===== src/rtl/lsu.sv =====
`default_nettype none
// ============================================================================
// Module   : lsu
// Purpose  : Memory-stage load/store unit. Accepts one memory op, issues it on a
//            req/gnt/rvalid data port, and returns extended load data to writeback.
// Revision : 1.0 - initial release
// ============================================================================
module lsu #(
  parameter int XLEN = 32
) (
  input  logic            clk,
  input  logic            rst,
  input  logic            ex_valid,
  input  logic            ex_is_load,
  input  logic            ex_is_store,
  input  logic [2:0]      ex_funct3,
  input  logic [XLEN-1:0] ex_addr,
  input  logic [XLEN-1:0] ex_wdata,
  input  logic [4:0]      ex_rd,
  input  logic            flush,
  output logic            lsu_busy,
  output logic            dmem_req,
  output logic            dmem_we,
  output logic [XLEN-1:0] dmem_addr,
  output logic [3:0]      dmem_wstrb,
  output logic [XLEN-1:0] dmem_wdata,
  input  logic            dmem_gnt,
  input  logic            dmem_rvalid,
  input  logic [XLEN-1:0] dmem_rdata,
  output logic            wb_valid,
  output logic [4:0]      wb_rd,
  output logic [XLEN-1:0] wb_data,
  output logic            done,
  output logic            exc_valid,
  output logic [1:0]      exc_code,
  output logic [XLEN-1:0] exc_addr
);

  typedef enum logic [1:0] {
    IDLE = 2'd0,
    REQ  = 2'd1,
    WAIT = 2'd2
  } state_t;

  state_t state, state_nx;

  logic            accept, illegal, misaligned;
  logic [3:0]      st_strb;
  logic [XLEN-1:0] st_data;
  logic [XLEN-1:0] ld_shift, ld_data;

  logic [XLEN-1:0] addr_q, wdata_q, wb_data_q, exc_addr_q;
  logic [3:0]      wstrb_q;
  logic [2:0]      funct3_q;
  logic [1:0]      off_q, exc_code_q;
  logic [4:0]      rd_q, wb_rd_q;
  logic            is_load_q, we_q, kill_q;
  logic            wb_valid_q, done_q, exc_valid_q;

  always_comb begin
    accept     = (state == IDLE) & ex_valid & (ex_is_load | ex_is_store) & ~flush;
    illegal    = (ex_is_load & ex_is_store) | (ex_funct3 == 3'b011) |
                 (ex_funct3[2:1] == 2'b11) | (ex_is_store & (ex_funct3[2:1] == 2'b10));
    misaligned = ((ex_funct3[1:0] == 2'b01) & ex_addr[0]) |
                 ((ex_funct3[1:0] == 2'b10) & (ex_addr[1:0] != 2'b00));

    st_strb = 4'b1111;
    st_data = ex_wdata;
    case (ex_funct3[1:0])
      2'b00: begin
        st_strb = 4'b0001 << ex_addr[1:0];
        st_data = {4{ex_wdata[7:0]}};
      end
      2'b01: begin
        st_strb = 4'b0011 << ex_addr[1:0];
        st_data = {2{ex_wdata[15:0]}};
      end
      default: ;
    endcase

    ld_shift = dmem_rdata >> {off_q, 3'b000};
    case (funct3_q)
      3'b000:  ld_data = {{24{ld_shift[7]}}, ld_shift[7:0]};
      3'b100:  ld_data = {24'h0, ld_shift[7:0]};
      3'b001:  ld_data = {{16{ld_shift[15]}}, ld_shift[15:0]};
      3'b101:  ld_data = {16'h0, ld_shift[15:0]};
      default: ld_data = ld_shift;
    endcase
  end

  always_comb begin
    state_nx = state;
    case (state)
      IDLE: if (accept && !illegal && !misaligned) state_nx = REQ;
      // A grant commits the access even if a flush arrives in the same cycle.
      REQ: begin
        if (dmem_gnt)   state_nx = is_load_q ? WAIT : IDLE;
        else if (flush) state_nx = IDLE;
      end
      WAIT: if (dmem_rvalid) state_nx = IDLE;
      default: state_nx = IDLE;
    endcase
  end

  always_ff @(posedge clk) begin
    if (rst) state <= IDLE;
    else     state <= state_nx;
  end

  always_ff @(posedge clk) begin
    if (rst) begin
      addr_q      <= '0;
      wdata_q     <= '0;
      wstrb_q     <= '0;
      funct3_q    <= '0;
      off_q       <= '0;
      rd_q        <= '0;
      is_load_q   <= 1'b0;
      we_q        <= 1'b0;
      kill_q      <= 1'b0;
      wb_valid_q  <= 1'b0;
      done_q      <= 1'b0;
      exc_valid_q <= 1'b0;
      exc_code_q  <= '0;
      exc_addr_q  <= '0;
      wb_rd_q     <= '0;
      wb_data_q   <= '0;
    end else begin
      wb_valid_q  <= 1'b0;
      done_q      <= 1'b0;
      exc_valid_q <= 1'b0;

      if (accept) begin
        if (illegal || misaligned) begin
          exc_valid_q <= 1'b1;
          exc_code_q  <= illegal ? 2'b11 : (ex_is_load ? 2'b01 : 2'b10);
          exc_addr_q  <= ex_addr;
        end else begin
          addr_q    <= {ex_addr[XLEN-1:2], 2'b00};
          off_q     <= ex_addr[1:0];
          funct3_q  <= ex_funct3;
          rd_q      <= ex_rd;
          is_load_q <= ex_is_load;
          we_q      <= ex_is_store;
          wstrb_q   <= ex_is_store ? st_strb : 4'b0000;
          wdata_q   <= st_data;
          kill_q    <= 1'b0;
        end
      end

      if (state == REQ && dmem_gnt && !is_load_q) done_q <= 1'b1;

      // A killed load still drains its response so the port stays in sync.
      if (state == WAIT) begin
        if (flush) kill_q <= 1'b1;
        if (dmem_rvalid && !(kill_q || flush)) begin
          wb_valid_q <= 1'b1;
          done_q     <= 1'b1;
          wb_rd_q    <= rd_q;
          wb_data_q  <= ld_data;
        end
      end
    end
  end

  assign lsu_busy   = (state != IDLE);
  assign dmem_req   = (state == REQ);
  assign dmem_we    = we_q;
  assign dmem_addr  = addr_q;
  assign dmem_wstrb = wstrb_q;
  assign dmem_wdata = wdata_q;
  assign wb_valid   = wb_valid_q;
  assign wb_rd      = wb_rd_q;
  assign wb_data    = wb_data_q;
  assign done       = done_q;
  assign exc_valid  = exc_valid_q;
  assign exc_code   = exc_code_q;
  assign exc_addr   = exc_addr_q;

endmodule
`default_nettype wire


===== config.mk =====
export PLATFORM = sky130hd
export DESIGN_NAME = lsu
export DESIGN_NICKNAME = d
export VERILOG_FILES = /design/src/rtl/lsu.sv
export SDC_FILE = /design/constraint.sdc
export NUM_CORES = 1
export LEC_CHECK = 0
export CORE_ASPECT_RATIO = 1.5
export CORE_MARGIN = 3
export CORE_UTILIZATION = 49
export CTS_CLUSTER_SIZE = 28
export DETAILED_ROUTE_END_ITERATION = 6
export PLACE_DENSITY = 0.87
export SLEW_MARGIN = 5
export SYNTH_ARGS = -nofsm -noshare
export SYNTH_HDL_FRONTEND = slang
export SYNTH_SLANG_ARGS = --single-unit

===== constraint.sdc =====
create_clock -name clk -period 3.6 [get_ports clk]
set_input_delay 0.72 -clock clk [delete_from_list [all_inputs] [get_ports clk]]
set_output_delay 0.72 -clock clk [all_outputs]
set_load 0.05 [all_outputs]

==> load_flow_metrics.sql, run 1 <==
INSERT INTO impl_metrics (metric_group, metric, value, unit) VALUES
('outcome', 'run_status', 'finished clean', ''),
('synth', 'netlist.top_cell.by_area', 'dfxtp_1', ''),
('synth', 'number_of_enable_type_register_cells_in_the_synthesized_netlist', '0', ''),
('critical_path', 'timing_startpoint_of_the_critical_path', 'flush', ''),
('placement', 'dp_hpwl', '16020', 'um'),
('cts', 'clk_transition_reported_paths', '0.06', 'ns'),
('synth', 'synth.lib_cells_used.distinct', '48', ''),
('synth', 'synth_warnings', '0', ''),
('critical_path', 'timing.critical_path.max_delay_family', 'simple AND/OR/NAND/NOR gates', ''),
('synth', 'compound_gate_fraction_of_synth_area', '23.84', '%'),
('cts', 'clock_tree.buffer_depth', '2', ''),
('worst_hold_path', 'hold_class', 'register to register', ''),
('cts', 'clock_insertion_delay_worst_skew', '0.41', 'ns'),
('pwr', 'p_per_area', '427.4', 'nW/um^2'),
('critical_path', 'r2r_cells', '3', ''),
('cts', 'post-cts-setup-buffers', '0', ''),
('synth', 'synthMuxAreaShare', '9.448', '%'),
('synth', 'post_synth_most_frequent_cells', 'dfxtp_1, a21oi_1, nand2_1', ''),
('critical_path', 'critPathCapture', 'dmem_addr[29]$_SDFFE_PP0P_', ''),
('timing', 'layout_worst_path_cycle_share', '74.69', '%'),
('floorplanning', 'core_region_area', '14120', 'um^2'),
('floorplanning', 'die-height', '153.8', 'um'),
('floorplanning', 'ioPinCount', '257', ''),
('cts', 'clock_sink_count', '155', ''),
('synth', 'synth_simple_gate_area_share', '16.25', '%'),
('cts', 'postCtsHoldBufs', '0', ''),
('timing', 'worst_clock_skew', '0.01085', 'ns'),
('critical_path', 'worstSetupEndpointType', 'register', ''),
('drt', 'drcViolationCount', '0', ''),
('timing', 'maxSlewViolCount', '0', ''),
('critical_path', 'worst_path_buf_inv', '2', ''),
('floorplanning', 'fp.dieArea', '16080', 'um^2'),
('synth', 'ranking_of_synthesized_cells_by_area', 'dfxtp_1, a21oi_1, o31ai_1', ''),
('grt', 'grt-ovfl-total', '0', ''),
('drt', 'first_pass_iters', '5', ''),
('pwr', 'power.static_leakage', '3.398', 'nW'),
('critical_path', 'crit_arrival', '2.97', 'ns'),
('grt', 'grt_max_degree', '100', ''),
('timing', 'slew_headroom', '49.45', '%'),
('drt', 'viasPerCell', '5.858', ''),
('drt', 'detailedRoute.firstIterationViolations', '451', ''),
('grt', 'grt_pass1_vias', '6969', ''),
('drt', 'drt_wl_total', '23320', 'um'),
('critical_path', 'critPathMaxStageDelay', '0.79', 'ns'),
('synth', 'synth.avg_cell_area', '8.673', 'um^2'),
('critical_path', 'path_class', 'input pin to register', ''),
('pwr', 'max-vdd-ir-drop', '0.3625', 'mV'),
('drt', 'ant_nets', '0', ''),
('timing', 'timing.hold.ws', '0.4572', 'ns'),
('cts', 'ctsRootBufferMaster', 'clkbuf_16', ''),
('timing', 'count_of_final_setup_violators', '0', ''),
('critical_path', 'worstPathCellList', 'clkdlybuf4s50_1 -> nand2b_1 -> or3_2 -> buf_12 -> o31ai_1 -> a21oi_1', ''),
('timing', 'timing_worst_slew_pin_value', '0.7583', 'ns'),
('timing', 'setup_tns', '0', 'ns'),
('timing', 'highest_attainable_clock_frequency', '371.9', 'MHz'),
('synth', 'synth_top_area_share', '43.47', '%'),
('cts', 'cts_repair_resize_count', '0', ''),
('cts', 'cts-htree-levels', '4', ''),
('synth', 'gate_count_after_technology_mapping', '823', ''),
('drt', 'average_routed_wire_per_standard_cell', '19.02', 'um'),
('placement', 'place_ws', '0.5080', 'ns'),
('timing', 'grt_setup_unrepaired', 'false', ''),
('critical_path', 'worst_ep_required_time', '3.88', 'ns'),
('placement', 'gpl.final_weighted_congestion', '0.9358', ''),
('critical_path', 'timing.critical_path.depth', '6', ''),
('timing', 'final_ws_setup', '0.9113', 'ns'),
('finish', 'layout-drive-gt1-share', '7.930', '%'),
('floorplanning', 'start_util', '50.54', '%'),
('floorplanning', 'die_outline_width', '104.5', 'um'),
('placement', 'io_buffer_count', '254', ''),
('cts', 'number_of_buffers_inserted_during_clock_tree_synthesis', '17', '');
[report_power, final]
part | switching, mW | leakage, nW | internal, mW
Sequential | 0.0219 | 1.25 | 1.75
Combinational | 0.444 | 1.85 | 0.267
Clock | 0.728 | 0.298 | 1.19
Total | 1.19 | 3.40 | 3.21
[how the worst min path moves through the flow]
stage / start / cells past startpoint / endpoint / slack, ns
final: wb_rd[4]$_SDFFE_PP0P_ / 2 / wb_rd[4]$_SDFFE_PP0P_ / 0.46
after CTS: wb_data[0]$_SDFFE_PP0P_ / 2 / wb_data[0]$_SDFFE_PP0P_ / 0.46
after global placement: wb_data[3]$_SDFFE_PP0P_ / 2 / wb_data[3]$_SDFFE_PP0P_ / 0.44
after detailed placement: wb_data[0]$_SDFFE_PP0P_ / 2 / wb_data[0]$_SDFFE_PP0P_ / 0.45
after global routing: wb_data[5]$_SDFFE_PP0P_ / 2 / wb_data[5]$_SDFFE_PP0P_ / 0.48
after floorplan: state[1]$_SDFFE_PP0P_ / 1 / state[0]$_SDFFE_PP0P_ / 0.43
[worst reg2reg max path, cell delays in order, from the launching register on]
cell,delay [ns]
dfxtp_1,0.69
mux4_2,0.62
a21oi_1,0.62
a211oi_1,0.17
[per-layer routing]
metal	global-route usage (%)	vias up	share of wire (%)
li1	-	3431	-
met1	32.60	3399	38
met2	49.82	302	52
met3	6.552	50	6.7
met4	13.31	0	4.0
met5	0	-	0
[state kept, by name, summed over array words and instances (netlist names), 2 cells and up]
register,count
dmem_addr,30
wb_data,32
exc_code,2
off_q,2
exc_addr,32
funct3_q,3
state,2
dmem_wdata,32
rd_q,5
dmem_wstrb,4
wb_rd,5
[cells in the final DEF, fill, tap and decap left out, drive strengths merged, types with 5 or more instances in the layout]
master	instances
o21ai	39
o211ai	8
nor2b	16
nor3	5
mux2	25
clkdlybuf4s50	253
nand4	49
clkbuf	19
nand2b	7
a21oi	108
nor2	34
nand3	35
mux2i	37
o31ai	50
buf	20
dfxtp	155
inv	5
a211oi	42
a31oi	16
nand2	73
o2bb2ai	7
[through the flow]
stage,std cells,total power [mW],utilization [%]
global route,1226,4.550,72.93
global placement,1195,2.513,68.46
finish,1226,4.403,72.93
floorplan,824,2.225,-
CTS,1226,4.426,72.93
detailed placement,1195,2.518,68.46
[final cells by class]
class	instances	area, um^2
clock inverters	12	188.9
repair buffers	273	2720
inverters	3	11.26
multi-input cells	572	3595
flip-flops and latches	155	3103
clock buffers	19	442.9
well taps	192	240.2
fillers	1109	3824
[kinds of logic after synthesis]
family                 count (synthesis)
flip-flops                           155
AND/OR/NAND/NOR                      230
buffers and inverters                 97
AO/OA/AOI/OAI                        276
other                                  1
XOR/XNOR                               1
multiplexers                          63
No activity file was read; power rests on OpenSTA's default activity.
==> inputs of run 2 (changes only) <==
--- a/config.mk
+++ b/config.mk
@@ -7,10 +7,10 @@
 export LEC_CHECK = 0
 export CORE_ASPECT_RATIO = 1.5
 export CORE_MARGIN = 3
-export CORE_UTILIZATION = 49
+export CORE_UTILIZATION = 45
 export CTS_CLUSTER_SIZE = 28
 export DETAILED_ROUTE_END_ITERATION = 6
-export PLACE_DENSITY = 0.87
+export PLACE_DENSITY = 0.8
 export SLEW_MARGIN = 5
 export SYNTH_ARGS = -nofsm -noshare
 export SYNTH_HDL_FRONTEND = slang
==> constraint.sdc (replaced) <==
create_clock -name clk -period 2.8 [get_ports clk]
set_input_delay 0.56 -clock clk [delete_from_list [all_inputs] [get_ports clk]]
set_output_delay 0.56 -clock clk [all_outputs]
set_load 0.05 [all_outputs]
==> load_flow_metrics.sql, run 2 (synthesized netlist as in run 1, its figures left out) <==
INSERT INTO impl_metrics (metric_group, metric, value, unit) VALUES
('pwr', 'max-vdd-ir-drop', '0.3929', 'mV'),
('finish', 'seq_area', '3103', 'um^2'),
('floorplanning', 'fp.dieArea', '17440', 'um^2'),
('run', 'maxCapViolations', '0', ''),
('critical_path', 'critPathLaunchType', 'input pin', ''),
('timing', 'fin_crit', '2.402', 'ns'),
('cts', 'cts_repair_resize_count', '0', ''),
('finish', 'fillCellCount', '1264', ''),
('floorplanning', 'floorplan.rows', '55', ''),
('timing', 'setup_tns', '0', 'ns'),
('critical_path', 'crit_arrival', '2.72', 'ns'),
('outcome', 'run_status', 'finished clean', ''),
('cts', 'cts-htree-levels', '4', ''),
('critical_path', 'worstSetupEndpointType', 'register', ''),
('cts', 'clock_sink_count', '155', ''),
('finish', 'p_r_area_growth_vs_syn', '45.43', '%'),
('pwr', 'power.static_leakage', '3.453', 'nW'),
('placement', 'placed_cells', '1213', ''),
('finish', 'multi_input_comb_area', '3583', 'um^2'),
('floorplanning', 'ioPinCount', '257', ''),
('pwr', 'total_power', '5.495', 'mW'),
('floorplanning', 'start_util', '46.51', '%'),
('drt', 'ant_nets', '0', ''),
('cts', 'ctsRootBufferMaster', 'clkbuf_16', ''),
('timing', 'finalHoldViolations', '0', ''),
('drt', 'viasPerCell', '5.831', ''),
('grt', 'track_usage', '27.36', '%'),
('grt', 'grt_max_degree', '76', ''),
('drt', 'drt_wl_total', '24370', 'um'),
('critical_path', 'worst_ep_required_time', '3.12', 'ns'),
('grt', 'antenna_found_initial', '1', ''),
('timing', 'timing_worst_slew_pin_value', '0.7397', 'ns'),
('timing', 'maxSlewViolCount', '0', ''),
('pwr', 'p_per_area', '529.3', 'nW/um^2'),
('timing', 'layout_worst_path_cycle_share', '85.79', '%'),
('grt', 'grt_first_pass_wirelength', '37800', 'um'),
('finish', 'fin_nets', '1145', ''),
('critical_path', 'critical_path.reg2reg.startpoint', 'off_q[0]$_SDFFE_PP0P_', ''),
('critical_path', 'timing_startpoint_of_the_critical_path', 'ex_funct3[0]', ''),
('critical_path', 'cp_max_fo', '65', ''),
('timing', 'slew_headroom', '50.69', '%'),
('critical_path', 'path_class', 'input pin to register', ''),
('floorplanning', 'die_outline_width', '108.8', 'um'),
('timing', 'grt_setup_unrepaired', 'false', ''),
('floorplanning', 'die-height', '160.3', 'um'),
('finish', 'final_common_cell', 'clkdlybuf4s50_1', ''),
('worst_hold_path', 'worstHoldStart', 'wb_data[1]$_SDFFE_PP0P_', ''),
('drt', 'drcViolationCount', '0', ''),
('drt', 'first_pass_iters', '5', ''),
('finish', 'most-common-layout-cells', 'clkdlybuf4s50_1, dfxtp_1, a21oi_1', ''),
('drt', 'average_routed_wire_per_standard_cell', '19.56', 'um'),
('timing', 'count_of_final_setup_violators', '0', ''),
('finish', 'layout-drive-gt1-share', '9.082', '%'),
('cts', 'post-cts-setup-buffers', '0', ''),
('cts', 'clock_tree.buffer_depth', '2', ''),
('grt', 'grt_pass1_vias', '6995', ''),
('grt', 'grt-ovfl-total', '0', ''),
('timing', 'highest_attainable_clock_frequency', '416.3', 'MHz'),
('placement', 'gpl.final_weighted_congestion', '0.8540', ''),
('placement', 'io_buffer_count', '254', ''),
('finish', 'final_standard_cell_utilization_of_the_core', '67.65', '%'),
('worst_hold_path', 'hold_class', 'register to register', ''),
('finish', 'final-instance-count-excl-fill', '1246', ''),
('cts', 'tritoncts_clock_tree', 'built', ''),
('drt', 'detailedRoute.firstIterationViolations', '503', ''),
('cts', 'postCtsHoldBufs', '0', ''),
('placement', 'dp_hpwl', '16720', 'um'),
('drt', 'total_number_of_vias', '7266', ''),
('cts', 'number_of_buffers_inserted_during_clock_tree_synthesis', '17', ''),
('cts', 'clock_insertion_delay_worst_skew', '0.42', 'ns'),
('timing', 'worst_clock_skew', '0.01435', 'ns'),
('floorplanning', 'core_region_area', '15350', 'um^2'),
('cts', 'clk_transition_reported_paths', '0.06', 'ns');
run 2: per-stage QoR:
step                      area (um^2)  setup WS (ns)  hold slack (ns)
after global routing            10380         0.2874           0.4632
after global placement           9799         0.1623           0.4411
after floorplan                  7142         0.8673           0.4314
after detailed placement         9799        0.04844           0.4456
after CTS                       10380         0.3836           0.4551
final                           10380         0.3979           0.4535
run 2: path summary, 6_finish.rpt:
path	cells after the start	to	slack, ns
setup / recovery	6	dmem_wdata[9]$_SDFFE_PP0P_	0.40
hold / removal	2	wb_data[1]$_SDFFE_PP0P_	0.45
setup reg to reg	5	wb_data[18]$_SDFFE_PP0P_	0.77
hold reg to reg	2	wb_data[1]$_SDFFE_PP0P_	0.45
run 2: critical path, cell delays in order:
cell and delay (ns):
clkdlybuf4s50_1 0.51, o21ai_1 0.36, and2_2 0.23, buf_4 0.59, a31oi_1 0.19, a211oi_1 0.27
run 2: cell type report:
class / instances / share of cell area [%]
flip-flops and latches: 155 / 29.89
clock inverters: 15 / 1.482
clock buffers: 17 / 4.098
inverters: 3 / 0.1085
well taps: 199 / 2.398
diodes: 1 / 0.02411
repair buffers: 284 / 27.48
multi-input cells: 572 / 34.52
run 2: per-layer routing:
| layer | wire [um] | up-vias | share of wire, % | track usage, % |
|---|---|---|---|---|
| met5 | 0 | - | 0 | 0 |
| met4 | 1304 | 0 | 5.4 | 15.57 |
| met3 | 1614 | 65 | 6.6 | 6.874 |
| met2 | 12200 | 279 | 50 | 45.44 |
| met1 | 9248 | 3459 | 38 | 31.47 |
| li1 | - | 3463 | - | - |
run 2: report_power, final:
group	internal (mW)	leakage, nW	total, mW	switching (mW)
Sequential	2.25	1.25	2.28	0.0286
Clock	1.26	0.284	2.27	1.01
Combinational	0.362	1.92	0.943	0.581
==> inputs of run 3 (changes only) <==
--- a/config.mk
+++ b/config.mk
@@ -7,10 +7,10 @@
 export LEC_CHECK = 0
 export CORE_ASPECT_RATIO = 1.5
 export CORE_MARGIN = 3
-export CORE_UTILIZATION = 45
+export CORE_UTILIZATION = 49
 export CTS_CLUSTER_SIZE = 28
 export DETAILED_ROUTE_END_ITERATION = 6
-export PLACE_DENSITY = 0.8
+export PLACE_DENSITY = 0.87
 export SLEW_MARGIN = 5
 export SYNTH_ARGS = -nofsm -noshare
 export SYNTH_HDL_FRONTEND = slang
==> constraint.sdc (replaced) <==
create_clock -name clk -period 3.08 [get_ports clk]
set_input_delay 0.616 -clock clk [delete_from_list [all_inputs] [get_ports clk]]
set_output_delay 0.616 -clock clk [all_outputs]
set_load 0.05 [all_outputs]
==> load_flow_metrics.sql, run 3 (synthesized netlist as in run 1, its figures left out) <==
INSERT INTO impl_metrics (metric_group, metric, value, unit) VALUES
('grt', 'grt_first_pass_wirelength', '37350', 'um'),
('timing', 'timing_worst_slew_pin_value', '0.6124', 'ns'),
('outcome', 'run_status', 'finished clean', ''),
('cts', 'cts_repair_resize_count', '0', ''),
('critical_path', 'critPathLaunchType', 'register', ''),
('drt', 'viasPerCell', '5.922', ''),
('floorplanning', 'floorplan.rows', '53', ''),
('critical_path', 'worst_ep_required_time', '2.46', 'ns'),
('timing', 'layout_worst_path_cycle_share', '78.94', '%'),
('critical_path', 'timing_startpoint_of_the_critical_path', 'state[0]$_SDFFE_PP0P_', ''),
('finish', 'fillCellCount', '1078', ''),
('grt', 'track_usage', '28.62', '%'),
('grt', 'grt_pass1_vias', '7064', ''),
('finish', 'seq_area', '3103', 'um^2'),
('critical_path', 'worstPathCellList', 'and2b_1 -> clkdlybuf4s50_1', ''),
('grt', 'grt_max_degree', '100', ''),
('pwr', 'max-vdd-ir-drop', '0.3565', 'mV'),
('critical_path', 'setup.reg_to_reg.worst_slack', '0.99', 'ns'),
('timing', 'finalHoldViolations', '0', ''),
('pwr', 'power.static_leakage', '3.415', 'nW'),
('placement', 'io_buffer_count', '254', ''),
('cts', 'clock_sink_count', '155', ''),
('cts', 'number_of_buffers_inserted_during_clock_tree_synthesis', '17', ''),
('grt', 'grt-ovfl-total', '0', ''),
('drt', 'drcViolationCount', '0', ''),
('cts', 'tritoncts_clock_tree', 'built', ''),
('cts', 'postCtsHoldBufs', '0', ''),
('critical_path', 'critical_path.reg2reg.startpoint', 'state[1]$_SDFFE_PP0P_', ''),
('grt', 'antenna_found_initial', '0', ''),
('timing', 'grt_setup_unrepaired', 'false', ''),
('finish', 'n_antenna_cell', '0', ''),
('pwr', 'p_per_area', '478.7', 'nW/um^2'),
('run', 'maxCapViolations', '0', ''),
('critical_path', 'timing.critical_path.max_delay_family', 'buffers and inverters', ''),
('placement', 'dpl-instance-area', '9759', 'um^2'),
('cts', 'clock_tree.buffer_depth', '2', ''),
('placement', 'dp_hpwl', '16470', 'um'),
('placement', 'gpl.final_weighted_congestion', '0.9236', ''),
('finish', 'final_common_cell', 'clkdlybuf4s50_1', ''),
('critical_path', 'critPathCapture', 'dmem_req', ''),
('critical_path', 'worst_path_buf_inv', '1', ''),
('finish', 'layout-drive-gt1-share', '8.541', '%'),
('drt', 'total_number_of_vias', '7308', ''),
('timing', 'maxSlewViolCount', '0', ''),
('critical_path', 'path_class', 'register to primary output', ''),
('floorplanning', 'die_outline_width', '104.5', 'um'),
('critical_path', 'crit_arrival', '1.82', 'ns'),
('critical_path', 'worstSetupEndpointType', 'primary output', ''),
('floorplanning', 'fp.dieArea', '16080', 'um^2'),
('critical_path', 'r2r_end', 'kill_q$_SDFF_PP0_', ''),
('cts', 'clk_transition_reported_paths', '0.06', 'ns'),
('floorplanning', 'core_region_area', '14120', 'um^2'),
('critical_path', 'timing.critical_path.slowest_stage_cell', 'clkdlybuf4s50_1', ''),
('critical_path', 'timing.critical_path.depth', '2', ''),
('timing', 'fin_crit', '2.431', 'ns'),
('finish', 'final_standard_cell_utilization_of_the_core', '73.15', '%'),
('cts', 'clock_insertion_delay_worst_skew', '0.41', 'ns'),
('finish', 'fin_nets', '1141', ''),
('finish', 'most-common-layout-cells', 'clkdlybuf4s50_1, dfxtp_1, a21oi_1', ''),
('cts', 'ctsRootBufferMaster', 'clkbuf_16', ''),
('timing', 'slew_headroom', '59.17', '%'),
('finish', 'p_r_area_growth_vs_syn', '44.75', '%'),
('floorplanning', 'die-height', '153.8', 'um'),
('floorplanning', 'ioPinCount', '257', ''),
('timing', 'worst_clock_skew', '0.008338', 'ns'),
('drt', 'drt_wl_total', '23780', 'um'),
('cts', 'post-cts-setup-buffers', '0', ''),
('drt', 'detailedRoute.firstIterationViolations', '430', ''),
('cts', 'cts-htree-levels', '4', ''),
('timing', 'setup_tns', '0', 'ns'),
('drt', 'first_pass_iters', '5', ''),
('worst_hold_path', 'worstHoldStart', 'rd_q[1]$_SDFFE_PP0P_', ''),
('critical_path', 'r2r_cells', '5', ''),
('critical_path', 'cp_max_fo', '5', ''),
('critical_path', 'critPathMaxStageDelay', '0.84', 'ns'),
('floorplanning', 'start_util', '50.54', '%'),
('timing', 'timing.hold.ws', '0.4516', 'ns'),
('worst_hold_path', 'hold_class', 'register to register', ''),
('timing', 'highest_attainable_clock_frequency', '411.3', 'MHz'),
('drt', 'average_routed_wire_per_standard_cell', '19.27', 'um'),
('finish', 'multi_input_comb_area', '3595', 'um^2'),
('drt', 'ant_nets', '0', ''),
('finish', 'finalInstanceArea', '10330', 'um^2'),
('timing', 'count_of_final_setup_violators', '0', '');
run 3: cell types whose count changed in the layout (fill, tap and decap cells not counted), moves of 2 or more:
cell        previous run  this run
buf_4                 24        21
clkbuf_1               0         2
clkinv_2               2         0
inv_6                  6         3
clkbuf_8               0         2
clkinvlp_4             1         4
run 3: metrics by stage:
stage / setup WS, ns / power (mW) / std cells
3_3_place_gp: 0.3055 / 2.954 / 1202
5_1_grt: 0.5793 / 5.103 / 1234
6_report: 0.6488 / 4.946 / 1234
2_1_floorplan: 1.091 / 2.600 / 824
3_5_place_dp: 0.2881 / 2.960 / 1202
4_1_cts: 0.6331 / 4.965 / 1234
run 3: area by class of cell:
cell class	instances	area share, %
clock buffers	21	4.456
clock inverters	11	1.090
inverters	3	0.1090
multi-input cells	572	34.79
flip-flops and latches	155	30.03
well taps	192	2.325
repair buffers	280	27.20
run 3: worst reg2reg max path: stages, from the launching register on:
cell     delay [ns]
dfxtp_1        0.32
or2_4          0.28
or3_2          0.68
buf_4          0.31
o31ai_1        0.28
a21oi_1        0.10
run 3: power breakdown:
part / total [mW] / switching [mW] / internal (mW)
clock network: 2.02 / 0.853 / 1.17
logic: 0.851 / 0.525 / 0.325
registers: 2.08 / 0.0253 / 2.05
run 3: how the worst min path moves through the flow:
stage | to | cells past startpoint
4_1_cts | wb_rd[1]$_SDFFE_PP0P_ | 2
2_1_floorplan | state[0]$_SDFFE_PP0P_ | 1
3_5_place_dp | wb_rd[1]$_SDFFE_PP0P_ | 2
5_1_grt | wb_rd[4]$_SDFFE_PP0P_ | 2
6_report | wb_rd[1]$_SDFFE_PP0P_ | 2
3_3_place_gp | wb_data[0]$_SDFFE_PP0P_ | 2
run 3: routing by layer:
layer	up-vias	global-route usage (%)	part of all wire (%)
li1	3444	-	-
met1	3444	32.66	37
met2	360	49.69	51
met3	60	6.594	7.5
met4	0	14.70	4.7
met5	-	0	0
